<file path="config.mk">
export PLATFORM = sky130hd
export DESIGN_NAME = uio_bus_arbiter
export DESIGN_NICKNAME = d
export VERILOG_FILES = /design/src/rtl/uio_bus_arbiter.sv
export SDC_FILE = /design/constraint.sdc
export NUM_CORES = 1
export LEC_CHECK = 0
export ABC_CLOCK_PERIOD_IN_PS = 1900
export CORE_AREA = 4 4 94 60
export CTS_CLUSTER_SIZE = 8
export DETAILED_ROUTE_END_ITERATION = 6
export DIE_AREA = 0 0 98 64
export PLACE_DENSITY = 0.76
export SKIP_LAST_GASP = 1
export SYNTH_ARGS = -nofsm -noshare
export SYNTH_HDL_FRONTEND = slang
export SYNTH_SLANG_ARGS = --single-unit
</file>
<file path="constraint.sdc">
create_clock -name clk -period 1.9 [get_ports clk]
set_clock_uncertainty 0.15 [all_clocks]
set_input_delay 0.38 -clock clk [delete_from_list [all_inputs] [get_ports clk]]
set_output_delay 0.38 -clock clk [all_outputs]
set_load 0.1 [all_outputs]
</file>
<file path="src/rtl/uio_bus_arbiter.sv">
// Round-robin arbiter sharing the 8-bit bidirectional uio pad bus among NREQ requesters,
// with per-grant beat cap and an idle turnaround gap whenever the pad direction flips.
module uio_bus_arbiter #(
  parameter int NREQ       = 4,
  parameter int MAX_HOLD   = 4,
  parameter int TURNAROUND = 1
) (
  input  logic              clk,
  input  logic              rst,
  input  logic              ena,
  input  logic [NREQ-1:0]   req,
  input  logic [NREQ-1:0]   dir,
  input  logic [NREQ*8-1:0] wdata,
  input  logic [7:0]        uio_in,
  output logic [7:0]        uio_out,
  output logic [7:0]        uio_oe,
  output logic [NREQ-1:0]   gnt,
  output logic [NREQ-1:0]   beat,
  output logic [7:0]        rdata,
  output logic [NREQ-1:0]   rvalid,
  output logic              busy
);

  localparam int IW = (NREQ > 1) ? $clog2(NREQ) : 1;

  typedef enum logic [1:0] {IDLE, TURN, ACTIVE} state_t;

  state_t          state_q;
  logic [IW-1:0]   owner_q;
  logic [IW-1:0]   lastWin_q;
  logic            odir_q;
  logic            curDir_q;
  logic [3:0]      holdCnt_q;
  logic [1:0]      turnCnt_q;
  logic [7:0]      rdata_q;
  logic [NREQ-1:0] rvalid_q;

  logic [IW-1:0]   winner;
  logic            winValid;
  logic [IW:0]     candSum;
  logic [NREQ-1:0] winHot;
  logic            winDir;
  logic [NREQ-1:0] ownerHot;
  logic            reqOwner;
  logic [7:0]      ownerWdata;
  logic            beatNow;
  logic            activeWrite;

  // Circular search starting just after the previous winner gives round-robin fairness.
  always_comb begin
    winner   = '0;
    winValid = 1'b0;
    candSum  = '0;
    for (int i = 1; i <= NREQ; i++) begin
      candSum = {1'b0, lastWin_q} + (IW+1)'(i);
      if (candSum >= (IW+1)'(NREQ)) candSum = candSum - (IW+1)'(NREQ);
      if (!winValid && req[candSum[IW-1:0]]) begin
        winner   = candSum[IW-1:0];
        winValid = 1'b1;
      end
    end
  end

  always_comb begin
    ownerWdata = 8'h00;
    for (int k = 0; k < NREQ; k++) begin
      if (owner_q == IW'(k)) ownerWdata = wdata[8*k +: 8];
    end
  end

  assign winHot      = NREQ'(1) << winner;
  assign winDir      = |(dir & winHot);
  assign ownerHot    = NREQ'(1) << owner_q;
  assign reqOwner    = |(req & ownerHot);
  assign beatNow     = (state_q == ACTIVE) && ena && reqOwner;
  assign activeWrite = (state_q == ACTIVE) && ena && odir_q;

  always_ff @(posedge clk or posedge rst) begin
    if (rst) begin
      state_q   <= IDLE;
      owner_q   <= '0;
      lastWin_q <= IW'(NREQ-1);
      odir_q    <= 1'b0;
      curDir_q  <= 1'b0;
      holdCnt_q <= '0;
      turnCnt_q <= '0;
      rdata_q   <= '0;
      rvalid_q  <= '0;
    end else begin
      rvalid_q <= '0;
      case (state_q)
        IDLE: begin
          if (ena && winValid) begin
            owner_q   <= winner;
            odir_q    <= winDir;
            holdCnt_q <= '0;
            turnCnt_q <= '0;
            state_q   <= (winDir != curDir_q) ? TURN : ACTIVE;
          end
        end
        TURN: begin
          if (!ena) begin
            state_q   <= IDLE;
            lastWin_q <= owner_q;
          end else if (turnCnt_q == 2'(TURNAROUND-1)) begin
            // The gap is complete, so the bus direction is committed even if the owner has left.
            curDir_q <= odir_q;
            if (reqOwner) begin
              state_q <= ACTIVE;
            end else begin
              state_q   <= IDLE;
              lastWin_q <= owner_q;
            end
          end else begin
            turnCnt_q <= turnCnt_q + 2'd1;
          end
        end
        ACTIVE: begin
          if (!beatNow) begin
            state_q   <= IDLE;
            lastWin_q <= owner_q;
          end else begin
            holdCnt_q <= holdCnt_q + 4'd1;
            if (!odir_q) begin
              rdata_q  <= uio_in;
              rvalid_q <= ownerHot;
            end
            if (holdCnt_q == 4'(MAX_HOLD-1)) begin
              state_q   <= IDLE;
              lastWin_q <= owner_q;
            end
          end
        end
        default: state_q <= IDLE;
      endcase
    end
  end

  assign uio_oe  = activeWrite ? 8'hFF : 8'h00;
  assign uio_out = activeWrite ? ownerWdata : 8'h00;
  assign gnt     = (state_q != IDLE) ? ownerHot : '0;
  assign beat    = beatNow ? ownerHot : '0;
  assign busy    = (state_q != IDLE);
  assign rdata   = rdata_q;
  assign rvalid  = rvalid_q;

endmodule

</file>
==> reports/results.ini, run 1 <==
[outcome]
status = complete, but fails checks
violations = negative setup slack

[synthesis]
ys_seq_elements = 26
ys.warnings.count = 0
netlist_area_um2 = 1680
syn_nets = 213
synth-seq-area-share_pct = 38.8
synth_cells = 160
synth_area_per_cell_um2 = 10.5
yosysUniqueCellTypes = 37

[clock_network]
cts_tree = yes
htreeDepth = 1
clock_latency_ns = 0.28
clk_pin_slew_worst_paths_ns = 0.09
numCtsBuffers = 3
hold_buffers = 0
root_buffer = clkbuf_8
cts_max_path_buffers = 2
cts.sinks = 26

[sta]
fin_setup_tns_ns = -7.17
slew_violations = 0
finalSetupViolations = 36
finalCritPeriodShare_pct = 120
fmax_mhz = 440
hold_violations = 0
grt_setup_unrepaired = yes
max_slew_margin_pct = 69.3
tightest_slew_ns = 0.454
setup_ws_ns = -0.373
period_needed_ns = 2.27

[critical_path]
required_ns = 1.37
crit_slowest_cell = mux4_2
crit_path_end_kind = primary output
crit_chain = mux4_2 > nand3_4 > buf_12 > nor2_4 > buf_12
path_class = reg -> out
path_delay_family = multiplexers
worstPathArrival_ns = 1.74
startpoint_type = flop
cp-endpoint = beat[1]
max_stage_delay_ns = 0.58
reg2reg_from = owner_q[0]
path_depth = 5
crit_fanout = 4
cpMostUsedCell = buf_12
r2r_slack_ns = -0.34
critPathBufInv = 2
reg2regPathDepth = 8
startpoint = owner_q[0]
regToRegEndpoint = lastWin_q[1]

[detailed_routing]
drtIter0Drc = 50
vias_per_cell = 5.02
drt-wirelength-per-cell_um = 16.8
drt-total-wl_um = 5680
vias = 1692
ant_nets = 0
first_pass_iters = 4
drc = 0

[die]
start_util_pct = 34.5
rows = 20
dieArea_um2 = 6270
boundaryPins = 88
core_um2 = 4880
die_h_um = 64
die_w_um = 98

[global_route]
track_usage_pct = 18.2
grt_pass1_wl_um = 9030
antenna_found_initial = 0
gr-total-overflow = 0
grt_max_degree = 27
first_global_vias = 1585

[final_layout]
nets = 325
drive_above_1_share_pct = 49.8
area_growth_pct = 111
num_antenna_cells = 0
final_cells = 337

[placed_design]
io_buffers = 87
hpwl_um = 4510
globalplace.congestion = 0.906
dp_cells = 323

[power_and_ir_drop]
vdd_drop_max_mv = 0.942
p_per_area_nw_per_um2 = 1510
p_total_mw = 5.35
p_leak_nw = 1.49

[flow_run]
drv_cap = 0

[min_path]
hold_path.class = in -> async

## power by group
group | internal [mW] | total, mW | switching, mW
logic | 1.71 | 3.91 | 2.20
registers | 0.748 | 0.968 | 0.220
clock network | 0.282 | 0.472 | 0.190
## worst min path at each step
| stage | startpoint | to | slack [ns] | depth (start not counted) |
|---|---|---|---|---|
| floorplan | rst | curDir_q | 0.27 | 1 |
| global placement | turnCnt_q[0] | turnCnt_q[0] | 0.33 | 1 |
| detailed placement | turnCnt_q[0] | turnCnt_q[0] | 0.33 | 1 |
| CTS | rst | rvalid[3] | 0.32 | 3 |
| global route | rst | rvalid[3] | 0.36 | 3 |
| finish | rst | rvalid[3] | 0.31 | 3 |
## cell type report
| class | instances | area [um2] |
|---|---|---|
| Timing Repair Buffer | 122 | 1570 |
| Fill cell | 308 | 1330 |
| Multi-Input combinational cell | 110 | 1130 |
| Sequential cell | 26 | 653 |
| Tap cell | 66 | 82.6 |
| Clock buffer | 3 | 41.3 |
| Inverter | 9 | 37.5 |
| Clock inverter | 1 | 30.0 |
## cell usage after synthesis
cell / instances / area (um2)
a21oi_1: 7 / 35.0
a22o_1: 1 / 8.76
a2bb2oi_1: 1 / 8.76
a31oi_1: 1 / 6.26
a32o_1: 1 / 10.0
buf_1: 1 / 3.75
buf_2: 2 / 10.0
buf_4: 8 / 60.1
buf_6: 2 / 22.5
clkbuf_1: 3 / 11.3
dfrtp_1: 24 / 601
dfstp_2: 2 / 52.6
ha_1: 2 / 25.0
inv_1: 9 / 33.8
mux2_2: 5 / 56.3
mux2_4: 6 / 90.1
mux2i_1: 4 / 40.0
mux4_2: 9 / 203
nand2_1: 7 / 26.3
nand2b_1: 3 / 18.8
nand3_1: 7 / 35.0
nand3b_1: 1 / 7.51
nand4_1: 1 / 6.26
nor2_1: 18 / 67.6
nor2b_1: 10 / 62.6
nor3_1: 3 / 15.0
nor3b_1: 2 / 15.0
o211ai_1: 2 / 15.0
o21ai_0: 9 / 45.0
o221ai_1: 1 / 8.76
o221ai_4: 1 / 26.3
o41ai_1: 1 / 8.76
or2_1: 1 / 6.26
or3_1: 2 / 12.5
or3b_4: 1 / 11.3
xnor2_1: 1 / 8.76
xor2_1: 1 / 8.76
## layer usage
| metal | up-vias | GRT usage, % | wire length [um] |
|---|---|---|---|
| li1 | 787 | - | - |
| met1 | 828 | 26.6 | 2550 |
| met2 | 69 | 28.2 | 2730 |
| met3 | 8 | 3.71 | 326 |
| met4 | 0 | 3.28 | 70 |
| met5 | - | 0 | 0 |
## cell usage in the layout, fill, tap and decap left out, drive strengths merged
cell type and count:
o41ai 1, xor2 1, nor3b 2, a21oi 7, bufinv 1, a22o 1, nand2 7, a2bb2oi 1
inv 8, or3 2, o221ai 2, nor3 3, nor2b 10, nand3b 1, mux4 9, clkinvlp 1
mux2 11, mux2i 4, nand2b 3, xnor2 1, nand3 7, a31oi 1, dfrtp 24, nor2 18
nand4 1, dfstp 2, clkdlybuf4s50 45, ha 2, a32o 1, or2 2, o211ai 2, dlygate4sd2 4
o21ai 9, or3b 1, buf 72, clkbuf 4
## through the flow
stage	area (um2)	setup slack (ns)	hold WS (ns)	util, %
4_1_cts	3460	-0.382	0.324	70.8
3_5_place_dp	3310	-0.630	0.333	67.7
3_3_place_gp	3310	-0.583	0.328	67.7
6_report	3550	-0.373	0.309	72.7
5_1_grt	3550	-0.436	0.362	72.7
2_1_floorplan	1930	-0.541	0.269	-
## worst min-delay path, stage by stage
cell,delay [ns]
clkdlybuf4s50_1,0.40
inv_1,0.05
buf_4,0.31
## state kept, by name, summed over array words and instances, names as in the netlist
signal / flops
curDir_q: 1
holdCnt_q: 4
lastWin_q: 2
odir_q: 1
owner_q: 2
rdata: 8
rvalid: 4
state_q: 2
turnCnt_q: 2
## cells by family after synthesis
family	after synthesis	synth area share, %
XOR/XNOR	2	1.04
adder cells (fa/ha/maj)	2	1.49
buffers and inverters	25	8.40
multiplexers	24	23.1
flip-flops	26	38.8
AND/OR/NAND/NOR	56	16.9
AO/OA/AOI/OAI	25	10.3
## timing repair
item,CTS,global route
gates resized for setup,18,21
cloned,1,0
buffers inserted,5,8
setup endpoints to repair,48,48
pin swaps,9,11
Power figures use the tool's default switching activity.
==> run 2, diff against run 1 <==
Settings changed: GPL_ROUTABILITY_DRIVEN set to 0.
==> results of run 2 <==
Final layout, timing and power as in run 1 (identical DEF).
==> run 3, diff against run 2 <==
Settings changed: CORE_AREA 4 4 94 60 to 2 2 92 58, DIE_AREA 0 0 98 64 to 0 0 94 60.
==> run 3 against run 2 <==
The run still ends with negative setup slack left. Cell count rose by 0.59%. Worst setup slack improved by 0.025 ns. Final area rose by 0.42%. Critical path depth did not move. Worst hold slack improved by 0.029 ns. Maximum frequency rose by 1.1%. First-iteration DRC count rose by 56%. Non-clock buffer count rose by 2. Combinational power barely moved. Sequential power barely moved. Clock-buffer cell count did not move. Critical endpoint is now beat[0]. Largest power group unchanged. Highest routed layer is now met3.
==> reports/results.ini, run 3 (same netlist as run 1, synthesis figures left out) <==
[die]
rows = 20  ; unchanged
start_util_pct = 34.5  ; unchanged
core_um2 = 4880  ; unchanged
die_w_um = 94  ; was 98 um
dieArea_um2 = 5640  ; was 6270 um2
die_h_um = 60  ; was 64 um
boundaryPins = 88  ; unchanged

[detailed_routing]
drt-wirelength-per-cell_um = 16.9  ; was 16.8 um
vias = 1664  ; was 1692
first_pass_iters = 4  ; unchanged
ant_nets = 0  ; unchanged
vias_per_cell = 4.91  ; was 5.02
drc = 0  ; unchanged
drt-total-wl_um = 5730  ; was 5680 um
drtIter0Drc = 78  ; was 50

[critical_path]
crit_fanout = 4  ; unchanged
crit_path_end_kind = primary output  ; unchanged
reg2reg_from = owner_q[0]  ; unchanged
startpoint = owner_q[0]  ; unchanged
path_class = reg -> out  ; unchanged
r2r_slack_ns = -0.22  ; was -0.34 ns
required_ns = 1.37  ; about the same
startpoint_type = flop  ; unchanged
reg2regPathDepth = 6  ; was 8
worstPathArrival_ns = 1.72  ; was 1.74 ns
regToRegEndpoint = rdata[4]  ; was lastWin_q[1]

[sta]
grt_setup_unrepaired = yes  ; unchanged
setup_ws_ns = -0.348  ; was -0.373 ns
hold_violations = 0  ; unchanged
fin_setup_tns_ns = -7.64  ; was -7.17 ns
finalCritPeriodShare_pct = 118  ; was 120%
fmax_mhz = 445  ; was 440 MHz
max_slew_margin_pct = 64.3  ; was 69.3%
tightest_slew_ns = 0.533  ; was 0.454 ns
period_needed_ns = 2.25  ; was 2.27 ns
slew_violations = 0  ; unchanged
finalSetupViolations = 40  ; was 36

[clock_network]
cts_max_path_buffers = 2  ; unchanged
htreeDepth = 1  ; unchanged
root_buffer = clkbuf_8  ; unchanged
clk_pin_slew_worst_paths_ns = 0.09  ; about the same
clock_latency_ns = 0.27  ; was 0.28 ns
numCtsBuffers = 3  ; unchanged
cts_tree = yes  ; unchanged
cts.sinks = 26  ; unchanged

[min_path]
hold_path.class = in -> async  ; unchanged

[final_layout]
drive_above_1_share_pct = 52.0  ; was 49.8%
num_antenna_cells = 0  ; unchanged
area_growth_pct = 112  ; was 111%
final_cell_mix = clkdlybuf4s50_1 (45), buf_12 (38), buf_4 (30), dfrtp_1 (23), mux4_2 (9)  ; was clkdlybuf4s50_1 (45), buf_12 (39), dfrtp_1 (24), buf_4 (23), mux2_4 (10)
register_area_um2 = 654  ; was 653 um2
largest_reg_flops = 8  ; unchanged
fill_cells = 331  ; was 308
multi_input_area_um2 = 1130  ; about the same
layout_commonest_cell = clkdlybuf4s50_1  ; unchanged
nets = 327  ; was 325
fin_util_pct = 73.0  ; was 72.7%

[power_and_ir_drop]
p_leak_nw = 1.50  ; was 1.49 nW
vdd_drop_max_mv = 0.652  ; was 0.942 mV
p_per_area_nw_per_um2 = 1500  ; was 1510 nW/um2

[placed_design]
hpwl_um = 4280  ; was 4510 um
place_ws_ns = -0.686  ; was -0.630 ns
io_buffers = 87  ; unchanged

[global_route]
first_global_vias = 1617  ; was 1585
grt_pass1_wl_um = 8430  ; was 9030 um
grt_max_degree = 27  ; unchanged
track_usage_pct = 19.9  ; was 18.2%
gr-total-overflow = 0  ; unchanged
antenna_found_initial = 0  ; unchanged

[outcome]
status = complete, but fails checks  ; unchanged
violations = negative setup slack  ; unchanged

[flow_run]
drv_cap = 0  ; unchanged

==> run 3: layout make-up <==
cell class / count / share of cell area, %
clock inverters: 1 / 0.843
inverters: 9 / 1.05
multi-input cells: 110 / 31.8
flip-flops and latches: 26 / 18.4
repair buffers: 124 / 44.5
well taps: 66 / 2.32
clock buffers: 3 / 1.16
==> run 3: worst max-delay path, cell delays in order, from the launching register on <==
cell and delay (ns):
dfrtp_2 0.43, mux4_2 0.57, nand3_4 0.11, buf_12 0.13, nor3_4 0.04, buf_12 0.17
==> run 3: worst max-delay path by stage <==
stage,slack [ns],end
global route,-0.40,beat[0]
global placement,-0.65,state_q[1]
finish,-0.35,beat[0]
CTS,-0.37,uio_out[5]
floorplan,-0.54,beat[0]
detailed placement,-0.69,state_q[1]
==> run 3: metrics by stage <==
step	cells	power (mW)	hold slack (ns)	area [um2]
finish	339	5.34	0.338	3560
detailed placement	321	4.56	0.342	3280
global route	339	5.55	0.382	3560
CTS	335	5.20	0.346	3450
global placement	321	4.50	0.326	3280
floorplan	160	3.38	0.269	1930
==> run 3: per-layer routing <==
layer	wire, um	GRT usage, %	up-vias
met4	0	1.24	0
met1	2420	25.5	811
met2	2850	35.7	64
met3	451	5.42	0
met5	0	0	-
li1	-	-	789
==> run 3: repair_timing <==
item | CTS | global route
setup endpoints to repair | 40 | 42
buffers inserted | 9 | 4
gates cloned | 1 | 0
gates resized for setup | 16 | 21
hold buffers | 0 | 0
pin swaps | 10 | 8
endpoints found under the hold margin | 0 | 0
==> run 3: power breakdown <==
| group | leakage [nW] | switching [mW] | internal [mW] |
|---|---|---|---|
| Clock | 0.0357 | 0.182 | 0.282 |
| Sequential | 0.332 | 0.217 | 0.750 |
| Combinational | 1.13 | 2.21 | 1.70 |
